===== config.mk =====
export PLATFORM = sky130hd
export DESIGN_NAME = fixed_point_math_flat
export DESIGN_NICKNAME = d
export VERILOG_FILES = /design/src/rtl/fixed_point_pkg.sv /design/src/rtl/fixed_point_math_if.sv /design/src/rtl/fxp_mag_mult.sv /design/src/rtl/fixed_point_math.sv /design/src/flat_wrapper.sv
export SDC_FILE = /design/constraint.sdc
export NUM_CORES = 1
export LEC_CHECK = 0
export ABC_AREA = 0
export BUFFER_PORTS_ARGS = -buffer_cell sky130_fd_sc_hd__buf_2
export CAP_MARGIN = 40
export CORE_MARGIN = 2
export CORE_UTILIZATION = 63
export DETAILED_ROUTE_END_ITERATION = 12
export HOLD_SLACK_MARGIN = 0.08
export PLACE_DENSITY = 0.82
export SLEW_MARGIN = 20
export SYNTH_ARGS = -nofsm -noshare
export SYNTH_HDL_FRONTEND = slang
export SYNTH_SLANG_ARGS = --single-unit

===== constraint.sdc =====
create_clock -name clk -period 1.2 [get_ports clk]
set_input_delay 0.18 -clock clk [delete_from_list [all_inputs] [get_ports clk]]
set_output_delay 0.18 -clock clk [all_outputs]
set_load 0.02 [all_outputs]

===== src/rtl/fixed_point_pkg.sv =====
// Shared word format and constants for the sign-magnitude Q8.8 multiplier.
package fixed_point_pkg;

   localparam int unsigned FRAC_W  = 8;
   localparam int unsigned MAG_W   = 15;
   localparam logic [14:0] MAX_MAG = 15'h7FFF;

   // Sign-magnitude Q8.8 word: {sign, integer magnitude, fraction}
   typedef struct packed {
      logic       sign;
      logic [6:0] int_part;
      logic [7:0] frac;
   } fxp_t;

   // Magnitude field of a word, ignoring its sign
   function automatic logic [14:0] fxp_mag(input fxp_t v);
      return {v.int_part, v.frac};
   endfunction

endpackage


===== src/rtl/fixed_point_math_if.sv =====
// Operand/result bundle for fixed_point_math. The slave modport is the multiplier;
// the master modport is whoever supplies operands and consumes results.
interface fixed_point_math_if;

   logic        in_valid;
   logic [15:0] input1;
   logic [15:0] input2;
   logic        out_valid;
   logic [15:0] product;
   logic        overflow;

   modport master (
      output in_valid, input1, input2,
      input  out_valid, product, overflow
   );

   modport slave (
      input  in_valid, input1, input2,
      output out_valid, product, overflow
   );

endinterface


===== src/rtl/fxp_mag_mult.sv =====
// Combinational magnitude multiplier: 15x15 product, scale by 2^-8, saturate.
// Define FIXED_POINT_ROUND_EN to round half away from zero instead of truncating.
module fxp_mag_mult
   import fixed_point_pkg::*;
(
   input  logic [14:0] a_mag,
   input  logic [14:0] b_mag,
   output logic [14:0] mag,
   output logic        ovf
);

   logic [30:0] prod_full;
   logic [30:0] scaled;

   // Full product, optional rounding bias, scale, then saturate
   always_comb begin
      prod_full = 31'(a_mag) * 31'(b_mag);
`ifdef FIXED_POINT_ROUND_EN
      // Bias of half an LSB; magnitudes are unsigned so this rounds away from zero
      prod_full = prod_full + 31'h80;
`else
      prod_full = prod_full + 31'h0;
`endif
      scaled = prod_full >> FRAC_W;
      if (scaled > 31'(MAX_MAG)) begin
         mag = MAX_MAG;
         ovf = 1'b1;
      end else begin
         mag = scaled[14:0];
         ovf = 1'b0;
      end
   end

endmodule


===== src/rtl/fixed_point_math.sv =====
// Sign-magnitude Q8.8 multiplier with one cycle of latency.
// Optional build macro: FIXED_POINT_ROUND_EN (round instead of truncate).
module fixed_point_math
   import fixed_point_pkg::*;
(
   input  logic               clk,
   input  logic               rst,
   fixed_point_math_if.slave  bus
);

   fxp_t        op_a;
   fxp_t        op_b;
   logic [14:0] res_mag;
   logic        res_ovf;
   logic        res_sign;

   logic [15:0] product_q;
   logic [15:0] product_d;
   logic        overflow_q;
   logic        overflow_d;
   logic        out_valid_q;

   assign op_a = fxp_t'(bus.input1);
   assign op_b = fxp_t'(bus.input2);

   fxp_mag_mult u_mag_mult (
      .a_mag (fxp_mag(op_a)),
      .b_mag (fxp_mag(op_b)),
      .mag   (res_mag),
      .ovf   (res_ovf)
   );

   // Result sign with negative zero folded to +0; hold outputs when no new operands
   always_comb begin
      res_sign = op_a.sign ^ op_b.sign;
      if (res_mag == 15'd0) begin
         res_sign = 1'b0;
      end
      product_d  = product_q;
      overflow_d = overflow_q;
      if (bus.in_valid) begin
         product_d  = {res_sign, res_mag};
         overflow_d = res_ovf;
      end
   end

   // Output registers, cleared asynchronously so reset is visible without a clock
   always_ff @(posedge clk or posedge rst) begin
      if (rst) begin
         product_q   <= 16'h0000;
         overflow_q  <= 1'b0;
         out_valid_q <= 1'b0;
      end else begin
         product_q   <= product_d;
         overflow_q  <= overflow_d;
         out_valid_q <= bus.in_valid;
      end
   end

   assign bus.product   = product_q;
   assign bus.overflow  = overflow_q;
   assign bus.out_valid = out_valid_q;

endmodule


===== src/flat_wrapper.sv =====
// flat-port wrapper written by rule: the top's interface ports become plain ports
module fixed_point_math_flat import fixed_point_pkg::*;
  (clk, rst, bus_in_valid, bus_input1, bus_input2, bus_out_valid, bus_product, bus_overflow);
  fixed_point_math_if bus_i ();
  input  logic clk;
  input  logic rst;
  input wire logic [$bits(bus_i.in_valid)-1:0] bus_in_valid;
  input wire logic [$bits(bus_i.input1)-1:0] bus_input1;
  input wire logic [$bits(bus_i.input2)-1:0] bus_input2;
  output wire logic [$bits(bus_i.out_valid)-1:0] bus_out_valid;
  output wire logic [$bits(bus_i.product)-1:0] bus_product;
  output wire logic [$bits(bus_i.overflow)-1:0] bus_overflow;
  assign bus_i.in_valid = bus_in_valid;
  assign bus_i.input1 = bus_input1;
  assign bus_i.input2 = bus_input2;
  assign bus_out_valid = bus_i.out_valid;
  assign bus_product = bus_i.product;
  assign bus_overflow = bus_i.overflow;
  fixed_point_math u_core (.clk(clk), .rst(rst), .bus(bus_i));
endmodule

Word-level counts from Yosys, hierarchy flattened
Cells that the tools add are included.
W data, S select, Z words.
- muxes and demuxes: 3
- multipliers: 1
- magnitude comparators: 1
- reductions and logical operators: 1
- bitwise operators: 1
- operator list (kind ; number):
    $mul A15 B15 Y30 ; 1
    $gt A22 B15 Y1 const B ; 1
    $logic_not A15 Y1 ; 1
    $mux W15 ; 1
    $mux W1 ; 2
    $xor A1 B1 Y1 ; 1
- bits in registers: 18
- input bits: 35
- word-level logic and storage cells: 10
- output and inout bits: 18

Longest topological paths before layout
Gate-level depths: netlist (run 1).
- depth in word-level cells: 5
- mapped depth: 27
- gate-level depth less buffers: 23

Cells and area by module
A second synthesis (run 1) with hierarchy kept.
- cells, all modules: 977
- area total of the unflattened synthesis: 8535.7 sq um
- modules (own cells, without submodules) (module ; cells each ; instances ; area an instance (sq um)):
    fxp_mag_mult ; 932 ; 1 ; 7812.5
    fixed_point_math ; 45 ; 1 ; 723.2

Worst setup path before layout (run 1)
OpenSTA, ideal clock, no wires.
- path type: in2reg
- start point: input port bus_input1[7]
- end point: register u_core.product_q[15], in the netlist u_core.bus.product[15]
- setup slack: -5.312 ns
- arrival: 6.365 ns
- buffers on the path: 2
- required time: 1.053 ns
- cell stages on the path: 25
- path through: clkbuf_1 > and2_1 > fa_1 > inv_1 > fa_1 > inv_1 > fa_1 > inv_1 > fa_1 > inv_1 > fa_1 > inv_1 > fa_1 > inv_1 > ha_1 > buf_2 > a21oi_1 > o21ai_1 > a311o_1 > a31oi_4 > xnor2_1 > or4_1 > or4_1 > nor4b_2 > a31oi_1
- longest elaborated chain between the ends: 5
- RTL lines (element ; line ; text):
    start, declared ; flat_wrapper.sv:8 ; input wire logic [$bits(bus_i.input1)-1:0] bus_input1;
    $mul A15 B15 Y30 (*) ; fxp_mag_mult.sv:17 ; prod_full = 31'(a_mag) * 31'(b_mag);
    $gt A22 B15 Y1 ; fxp_mag_mult.sv:25 ; if (scaled > 31'(MAX_MAG)) begin
    $mux W15 (*) ; fxp_mag_mult.sv:25 ;
    $logic_not A15 Y1 (*) ; fixed_point_math.sv:36 ; if (res_mag == 15'd0) begin
    $mux W1 (*) ; fixed_point_math.sv:36 ;
    end signal, assigned ; fixed_point_math.sv:54 ; product_q <= product_d;
    end, declared ; fixed_point_math.sv:17 ; logic [15:0] product_q;
Every way passes the cells marked *; elsewhere a longest branch is shown, timed or not.
A chain may end at the register's enable or synchronous reset.

Final worst setup path (run 1)
- start point: input port bus_input2[0]
- end point: register u_core.product_q[15], in the netlist u_core.bus.product[15]
- longest elaborated chain between the ends: 5
- RTL lines (element ; line ; text):
    start, declared ; flat_wrapper.sv:9 ; input wire logic [$bits(bus_i.input2)-1:0] bus_input2;
    $mul A15 B15 Y30 (*) ; fxp_mag_mult.sv:17 ;
    $gt A22 B15 Y1 ; fxp_mag_mult.sv:25 ;
    $mux W15 (*) ; fxp_mag_mult.sv:25 ;
    $logic_not A15 Y1 (*) ; fixed_point_math.sv:36 ;
    $mux W1 (*) ; fixed_point_math.sv:36 ;
Marks and branches as above.

==> flow_metrics.py, run 1 <==
metrics = {
    "yosys": {
        "synthesis.nets": 1217,
        "synth_cells": 925,
        "synth_area_sq_mm": 0.00821,
        "synth_cell_type_count": 46,
        "syn_area_per_cell_sq_um": 8.88,
        "synth-seq-area-share_pct": 5.48,
        "ys_warn_count": 0,
        "synth-seq-cells": 18,
        "synth-async-reset-ratio_pct": 100,
        "netlist.area_leader.share_pct": 40.5,
        "yosysTopAreaCell": "fa_1",
        "ys.flop_type": "dfrtp_1",
        "synth_edf_count": 0,
        "synth_area_leaders": "fa_1 (40%), ha_1 (14%), and2_1 (10%)",
    },
    "sta": {
        "slew_viol_final": 0,
        "rsz0062_at_grt": "true",
        "relSlewSlack_pct": 61.8,
        "hold_viol": 0,
        "period_minus_slack_ns": 6.37,
        "worst_hold_slack_ns": 0.309,
        "setup_ws_ns": -5.17,
        "fin_crit_sh_pct": 531,
        "fin_skew_ns": 0,
        "timing.fmax_mhz": 157,
        "finalSetupViolCount": 17,
        "tightest_slew_ns": 0.569,
        "tns_ns": -86.74,
    },
    "setup_path": {
        "r2r_slack_ns": 0.42,
        "critical_path_class": "in -> reg",
        "end_kind": "flip-flop",
        "r2r_cells": 2,
        "crit_path_top_delay_cell": "fa_1",
        "max_stage_delay_ns": 0.54,
        "crit_arrival_ns": 6.50,
        "startpoint_type": "primary input",
        "crit_chain": "buf_4 > and2_4 > fa_1 > inv_1 > fa_1 > inv_1 > fa_1 > fa_1 > fa_1 > inv_1 > fa_1 > inv_1 > ha_4 > a21o_1 > o21bai_1 > a311o_1 > buf_6 > a31oi_4 > buf_6 > xnor2_2 > or4_1 > or4_4 > nor4b_4 > a31oi_1",
        "r2r_start": "u_core.bus.product[15]",
        "r2r-end": "u_core.bus.product[15]",
        "critPathMaxFanout": 7,
        "cpMostUsedCell": "fa_1",
        "crit_required_ns": 1.33,
    },
    "placed_design": {
        "port_buffers": 52,
        "place_area_sq_mm": 0.00971,
        "hpwl_um": 17200,
        "place_inst": 1254,
        "routabilityCongestion": 0.931,
    },
    "clock_tree": {
        "root_buffer": "clkbuf_16",
        "htreeDepth": 1,
        "insertion_delay_ns": 0.25,
        "clkSinkCount": 18,
        "numCtsBuffers": 3,
        "cts_tree": "built",
        "clk_pin_slew_worst_paths_ns": 0.05,
        "clock_tree.buffer_depth": 2,
    },
    "detailed_routing": {
        "dr_total_vias": 7154,
        "detail_route.wirelength_um": 21900,
        "detail_route.drc_violations": 0,
        "first_pass_iters": 6,
        "drt_iter0_markers": 469,
        "vias_per_cell": 5.61,
        "wl_per_cell_um": 17.1,
        "postRouteAntennaNets": 0,
    },
    "flow_run": {
        "maxCapViolations": 0,
    },
    "floorplanning": {
        "initial_core_util_pct": 64.8,
        "dieArea_sq_mm": 0.0140,
        "rows": 41,
        "ios": 53,
        "die_y_um": 118,
        "core_area_sq_mm": 0.0127,
        "die_x_um": 118,
    },
    "grt": {
        "grt_max_degree": 20,
        "track_usage_pct": 31.7,
        "grt_overflow": 0,
        "grt_pass1_vias": 7746,
        "grt_antenna_before_repair": 1,
        "grt_pass1_wl_um": 36000,
    },
    "worst_hold_path": {
        "worstHoldPathType": "in -> reg",
        "whs_path_depth": 2,
        "min_to": "u_core.bus.out_valid",
        "hold_start": "bus_in_valid",
    },
    "cells_and_area": {
        "fin_cells": 1276,
        "layout.nets": 1397,
        "num-fill-cells": 792,
        "stdcell_area_sq_mm": 0.0102,
        "drive_above_1_share_pct": 24.3,
        "area_delta_synth_final_pct": 23.8,
        "antenna_cells": 0,
        "seq_area_sq_um": 450,
        "multi_input_area_sq_mm": 0.00710,
    },
    "outcome": {
        "status": "complete, but fails checks",
        "violations": "negative setup slack",
    },
}
cell families after synthesis:
kind of cell             share of synthesized area (%)
buffers and inverters                             10.9
AO/OA/AOI/OAI                                     7.74
multiplexers                                     0.122
AND/OR/NAND/NOR                                   18.9
flip-flops                                        5.48
XOR/XNOR                                          2.56
adder cells (fa/ha/maj)                           54.3
worst max path at each step:
stage,startpoint,end,slack [ns],depth (start not counted)
2_1_floorplan,bus_input1[9],u_core.bus.product[15],-4.97,25
3_3_place_gp,bus_input1[9],u_core.bus.product[15],-5.35,24
3_5_place_dp,bus_input1[9],u_core.bus.product[15],-5.37,24
4_1_cts,bus_input2[1],u_core.bus.product[5],-5.04,27
5_1_grt,bus_input1[12],u_core.bus.product[14],-5.40,25
6_report,bus_input2[0],u_core.bus.product[15],-5.17,24
synthesized netlist by cell type (2+ instances only):
library cell,count
xnor2_1,16
ha_1,91
buf_2,2
inv_1,193
a211oi_1,2
a21oi_2,2
and2_1,137
o21bai_1,3
a21oi_1,26
o21ai_1,9
nor2_1,20
o21a_1,3
clkbuf_1,37
nand3_1,11
nand4_1,6
o21ai_0,9
nand2b_1,3
buf_6,2
or4_1,4
fa_1,166
a31oi_1,2
dfrtp_1,18
o22a_1,14
nand2_1,105
nor3_1,3
a21o_1,10
xor2_1,8
nor2b_1,5
state kept, by name, summed over array words and instances (netlist names):
| register | count |
|---|---|
| u_core.bus.out_valid | 1 |
| u_core.bus.product | 16 |
| u_core.bus.overflow | 1 |
metrics by stage:
step | setup slack, ns | util, %
CTS | -5.04 | 79.7
finish | -5.17 | 80.3
global route | -5.40 | 80.3
floorplan | -4.97 | -
global placement | -5.35 | 76.6
detailed placement | -5.37 | 76.6
cell usage in the layout, fill, tap and decap left out, types with 7 or more instances in the layout:
cell     instances
and2_1         125
nand2_1        104
buf_6           13
and2_4          12
fa_1           164
nand3_1         11
a21o_1          10
o21ai_0          8
inv_1          189
o21ai_1          7
ha_1            86
buf_4          160
xor2_1           8
dfrtp_1         18
xnor2_1         14
a21oi_1         23
nor2_1          19
buf_2           40
o22a_1          14
final cells by class:
type                       count  area share [%]
sequential                    18            4.43
multi-input combinational    673            69.8
inverter                     193            7.12
timing repair buffer         216            15.7
tap                          172            2.12
clock buffer                   4           0.873
critical path: cells and delay by family:
family                     cells  cell delay, ns
adders and majority gates      7            3.23
and+or+nand+nor                4            1.34
AOI/OAI and AO/OA              5            1.01
buffers and inverters          7            0.66
xor gates and xnor gates       1            0.08
routing by layer:
metal / wire length, um / up-vias / global-route usage (%)
met5: 13 / - / 0
met4: 850 / 2 / 9.04
met3: 1160 / 89 / 3.23
met2: 11700 / 314 / 59.9
met1: 8170 / 3574 / 38.0
li1: - / 3175 / -
repair_timing:
action	in CTS	in global routing
setup endpoints to repair	17	17
hold buffers	1	0
buffers inserted	16	3
pin swaps	30	18
endpoints found under the hold margin	18	0
gates cloned	1	0
gates resized for setup	47	14
Power of run 1 is left out: the tool's default activity adds up to more than one toggle a clock period on the data nets, which glitch-free logic cannot reach.
==> run 2, diff against run 1 <==
--- a/config.mk
+++ b/config.mk
@@ -13,6 +13,7 @@
 export DETAILED_ROUTE_END_ITERATION = 12
 export HOLD_SLACK_MARGIN = 0.08
 export PLACE_DENSITY = 0.82
+export SKIP_CTS_REPAIR_TIMING = 1
 export SLEW_MARGIN = 20
 export SYNTH_ARGS = -nofsm -noshare
 export SYNTH_HDL_FRONTEND = slang
==> constraint.sdc (replaced) <==
create_clock -name clk -period 6.67 [get_ports clk]
set_input_delay 1.0005 -clock clk [delete_from_list [all_inputs] [get_ports clk]]
set_output_delay 1.0005 -clock clk [all_outputs]
set_load 0.02 [all_outputs]
==> flow_metrics.py, run 2 (synthesis results as in run 1) <==
metrics = {
    "floorplanning": {
        "die_y_um": 118,
        "dieArea_sq_mm": 0.0140,
        "rows": 41,
        "die_x_um": 118,
        "initial_core_util_pct": 64.8,
        "core_area_sq_mm": 0.0127,
        "ios": 53,
    },
    "cells_and_area": {
        "largest_register_ffs": 16,
        "area_delta_synth_final_pct": 18.9,
        "final_common_cell": "inv_1",
        "layout.nets": 1357,
        "drive_above_1_share_pct": 21.2,
        "layout_common_cells": "inv_1 (185), fa_1 (165), and2_1 (129)",
    },
    "sta": {
        "rsz0062_at_grt": "true",
        "fin_crit_sh_pct": 107,
        "setup_ws_ns": -0.457,
        "tns_ns": -6.18,
        "tightest_slew_ns": 0.667,
        "finalSetupViolCount": 17,
        "slew_viol_final": 0,
        "timing.fmax_mhz": 140,
        "worst_hold_slack_ns": 0.483,
        "fin_skew_ns": 0,
        "relSlewSlack_pct": 55.5,
        "hold_viol": 0,
        "period_minus_slack_ns": 7.13,
    },
    "placed_design": {
        "routabilityCongestion": 0.932,
        "port_buffers": 52,
        "hpwl_um": 16600,
    },
    "clock_tree": {
        "clkSinkCount": 18,
        "cts_tree": "built",
        "clock_tree.buffer_depth": 2,
        "numCtsBuffers": 3,
        "htreeDepth": 1,
        "root_buffer": "clkbuf_16",
        "insertion_delay_ns": 0.24,
        "clk_pin_slew_worst_paths_ns": 0.05,
    },
    "detailed_routing": {
        "drt_iter0_markers": 322,
        "wl_per_cell_um": 15.5,
        "vias_per_cell": 5.39,
        "detail_route.wirelength_um": 19200,
        "first_pass_iters": 5,
        "dr_total_vias": 6665,
        "detail_route.drc_violations": 0,
        "postRouteAntennaNets": 0,
    },
    "worst_hold_path": {
        "worstHoldPathType": "reg -> reg",
    },
    "setup_path": {
        "crit_required_ns": 6.77,
        "startpoint_type": "primary input",
        "critPathMaxFanout": 6,
        "crit_arrival_ns": 7.23,
        "end_kind": "flip-flop",
        "critical_path_class": "in -> reg",
    },
    "outcome": {
        "violations": "negative setup slack",
        "status": "complete, but fails checks",
    },
    "grt": {
        "grt_pass1_wl_um": 33200,
        "track_usage_pct": 28.8,
        "grt_max_degree": 21,
        "grt_antenna_before_repair": 1,
        "grt_pass1_vias": 7323,
        "grt_overflow": 0,
    },
    "flow_run": {
        "maxCapViolations": 0,
    },
}
-- run 2: changes by cell type in the layout (fill, tap and decap cells not counted), sizes merged --
cell	delta
buf	-40
diode	+1
dlygate4sd3	-1
-- run 2: metrics by stage --
stage	util [%]	std cells	setup slack (ns)	area (sq um)
finish	77.1	1236	-0.457	9760
global route	77.1	1236	-0.621	9760
CTS	75.6	1229	-0.534	9580
detailed placement	75.0	1226	-0.742	9500
global placement	75.0	1226	-0.673	9500
floorplan	-	925	-0.329	8370
-- run 2: path summary, 6_finish.rpt --
| check | startpoint | endpoint | slack, ns | cells after the start |
|---|---|---|---|---|
| setup / recovery | bus_input1[6] | u_core.bus.product[15] | -0.46 | 24 |
| hold / removal | u_core.bus.overflow | u_core.bus.overflow | 0.48 | 2 |
| setup reg to reg | u_core.bus.product[15] | u_core.bus.product[15] | 5.90 | 2 |
| hold reg to reg | u_core.bus.overflow | u_core.bus.overflow | 0.48 | 2 |
| max in group asynchronous | rst | u_core.bus.product[11] | 5.39 | 2 |
| min in group asynchronous | rst | u_core.bus.out_valid | 0.85 | 2 |
-- run 2: area by class of cell --
class,instances,area [sq um]
well taps,172,215
inverters,193,724
flip-flops and latches,18,450
fillers,888,2910
multi-input cells,673,7040
clock buffers,3,75.1
diodes,1,2.50
repair buffers,176,1260
-- run 2: metal layers --
metal,part of all wire (%),GRT usage [%]
met1,41,37.3
met2,54,52.5
met3,3.6,2.65
met4,1.8,6.40
met5,0,0
-- run 2: critical path: stages --
cell	delay, ns
buf_8	0.10
and2_4	0.15
fa_1	0.54
inv_2	0.05
fa_1	0.55
inv_2	0.05
fa_1	0.52
inv_2	0.04
fa_1	0.49
inv_2	0.04
fa_1	0.53
inv_2	0.05
fa_1	0.52
inv_2	0.05
ha_4	0.26
a21oi_2	0.15
o21ai_2	0.08
a311o_2	0.43
a31oi_4	0.26
xnor2_2	0.10
or4_1	0.40
or4_4	0.44
nor4b_4	0.29
a31oi_1	0.14
Power of run 2 is left out for the same reason.
==> run 3, diff against run 2 <==
--- a/config.mk
+++ b/config.mk
@@ -12,6 +12,7 @@
 export CORE_UTILIZATION = 63
 export DETAILED_ROUTE_END_ITERATION = 12
 export HOLD_SLACK_MARGIN = 0.08
+export MAX_ROUTING_LAYER = met4
 export PLACE_DENSITY = 0.82
 export SKIP_CTS_REPAIR_TIMING = 1
 export SLEW_MARGIN = 20
==> flow_metrics.py, run 3 (synthesis results as in run 1) <==
metrics = {
    "setup_path": {
        "end_kind": "flip-flop",
        "critPathMaxFanout": 6,
        "critical_path_class": "in -> reg",
        "crit_required_ns": 6.77,
        "max_stage_delay_ns": 0.55,
        "crit_arrival_ns": 7.25,
        "crit_path_top_delay_cell": "fa_1",
        "startpoint_type": "primary input",
        "crit_chain": "buf_8 > and2_4 > fa_1 > inv_2 > fa_1 > inv_2 > fa_1 > inv_2 > fa_1 > inv_2 > fa_1 > inv_2 > fa_1 > inv_2 > ha_4 > a21oi_2 > o21ai_2 > a311o_2 > a31oi_4 > xnor2_2 > or4_1 > or4_4 > nor4b_4 > a31oi_1",
    },
    "cells_and_area": {
        "layout.nets": 1357,
        "largest_register_ffs": 16,
        "multi_input_area_sq_mm": 0.00704,
        "drive_above_1_share_pct": 21.2,
        "seq_area_sq_um": 450,
        "layout_common_cells": "inv_1 (185), fa_1 (165), and2_1 (129)",
        "final_common_cell": "inv_1",
        "area_delta_synth_final_pct": 18.9,
        "num-fill-cells": 888,
    },
    "detailed_routing": {
        "dr_total_vias": 6667,
        "vias_per_cell": 5.39,
        "postRouteAntennaNets": 0,
        "first_pass_iters": 5,
        "drt_iter0_markers": 374,
        "detail_route.wirelength_um": 19200,
        "detail_route.drc_violations": 0,
        "wl_per_cell_um": 15.5,
    },
    "clock_tree": {
        "root_buffer": "clkbuf_16",
        "insertion_delay_ns": 0.24,
        "numCtsBuffers": 3,
        "htreeDepth": 1,
        "clk_pin_slew_worst_paths_ns": 0.05,
        "clkSinkCount": 18,
        "clock_tree.buffer_depth": 2,
        "cts_tree": "built",
    },
    "sta": {
        "setup_ws_ns": -0.473,
        "hold_viol": 0,
        "tightest_slew_ns": 0.660,
        "fin_skew_ns": 0,
        "rsz0062_at_grt": "true",
        "finalSetupViolCount": 17,
        "period_minus_slack_ns": 7.14,
        "worst_hold_slack_ns": 0.483,
        "fin_crit_sh_pct": 107,
        "relSlewSlack_pct": 55.9,
        "slew_viol_final": 0,
        "timing.fmax_mhz": 140,
    },
    "floorplanning": {
        "core_area_sq_mm": 0.0127,
        "dieArea_sq_mm": 0.0140,
        "die_y_um": 118,
        "die_x_um": 118,
        "initial_core_util_pct": 64.8,
        "rows": 41,
        "ios": 53,
    },
    "grt": {
        "grt_antenna_before_repair": 1,
        "track_usage_pct": 29.7,
        "grt_pass1_wl_um": 33200,
        "grt_max_degree": 21,
        "grt_pass1_vias": 7328,
        "grt_overflow": 0,
    },
    "outcome": {
        "status": "complete, but fails checks",
        "violations": "negative setup slack",
    },
    "placed_design": {
        "routabilityCongestion": 0.948,
        "port_buffers": 52,
        "hpwl_um": 16600,
    },
    "worst_hold_path": {
        "worstHoldPathType": "reg -> reg",
    },
    "flow_run": {
        "maxCapViolations": 0,
    },
}
run 3: path summary, 6_finish.rpt:
check,startpoint,end,slack (ns),depth (start not counted)
worst max-delay path,bus_input1[6],u_core.bus.product[15],-0.47,24
worst min-delay path,u_core.bus.overflow,u_core.bus.overflow,0.48,2
worst max register to register,u_core.bus.product[15],u_core.bus.product[15],5.90,2
worst min register to register,u_core.bus.overflow,u_core.bus.overflow,0.48,2
max in group asynchronous,rst,u_core.bus.product[12],5.40,2
min in group asynchronous,rst,u_core.bus.product[2],0.85,2
run 3: per-layer routing:
layer	vias to the layer above	track usage (%)	wire, um
met2	179	52.5	10300
met5	-	-	0
met3	31	2.65	724
met1	3359	37.3	7780
met4	0	6.40	370
li1	3098	-	-
run 3: cell type report:
class	count	share of cell area [%]
well taps	172	2.20
repair buffers	176	12.9
flip-flops and latches	18	4.61
diodes	1	0.0256
inverters	193	7.42
multi-input cells	673	72.1
clock buffers	3	0.769
run 3: through the flow:
step	setup WS, ns	instances	instance area [sq um]	utilization [%]	TNS, ns
global placement	-0.673	1226	9500	75.0	-9.24
detailed placement	-0.742	1226	9500	75.0	-10.47
finish	-0.473	1236	9760	77.1	-6.33
CTS	-0.534	1229	9580	75.6	-6.80
global route	-0.621	1236	9760	77.1	-9.63
floorplan	-0.329	925	8370	-	-3.51
run 3: critical path, delay by kind of cell:
| family | cells | cell delay [ns] |
|---|---|---|
| AOI/OAI and AO/OA | 5 | 1.06 |
| adders and majority gates | 7 | 3.41 |
| buffers and inverters | 7 | 0.38 |
| xor gates and xnor gates | 1 | 0.10 |
| and+or+nand+nor | 4 | 1.29 |
Power of run 3 is left out for the same reason.
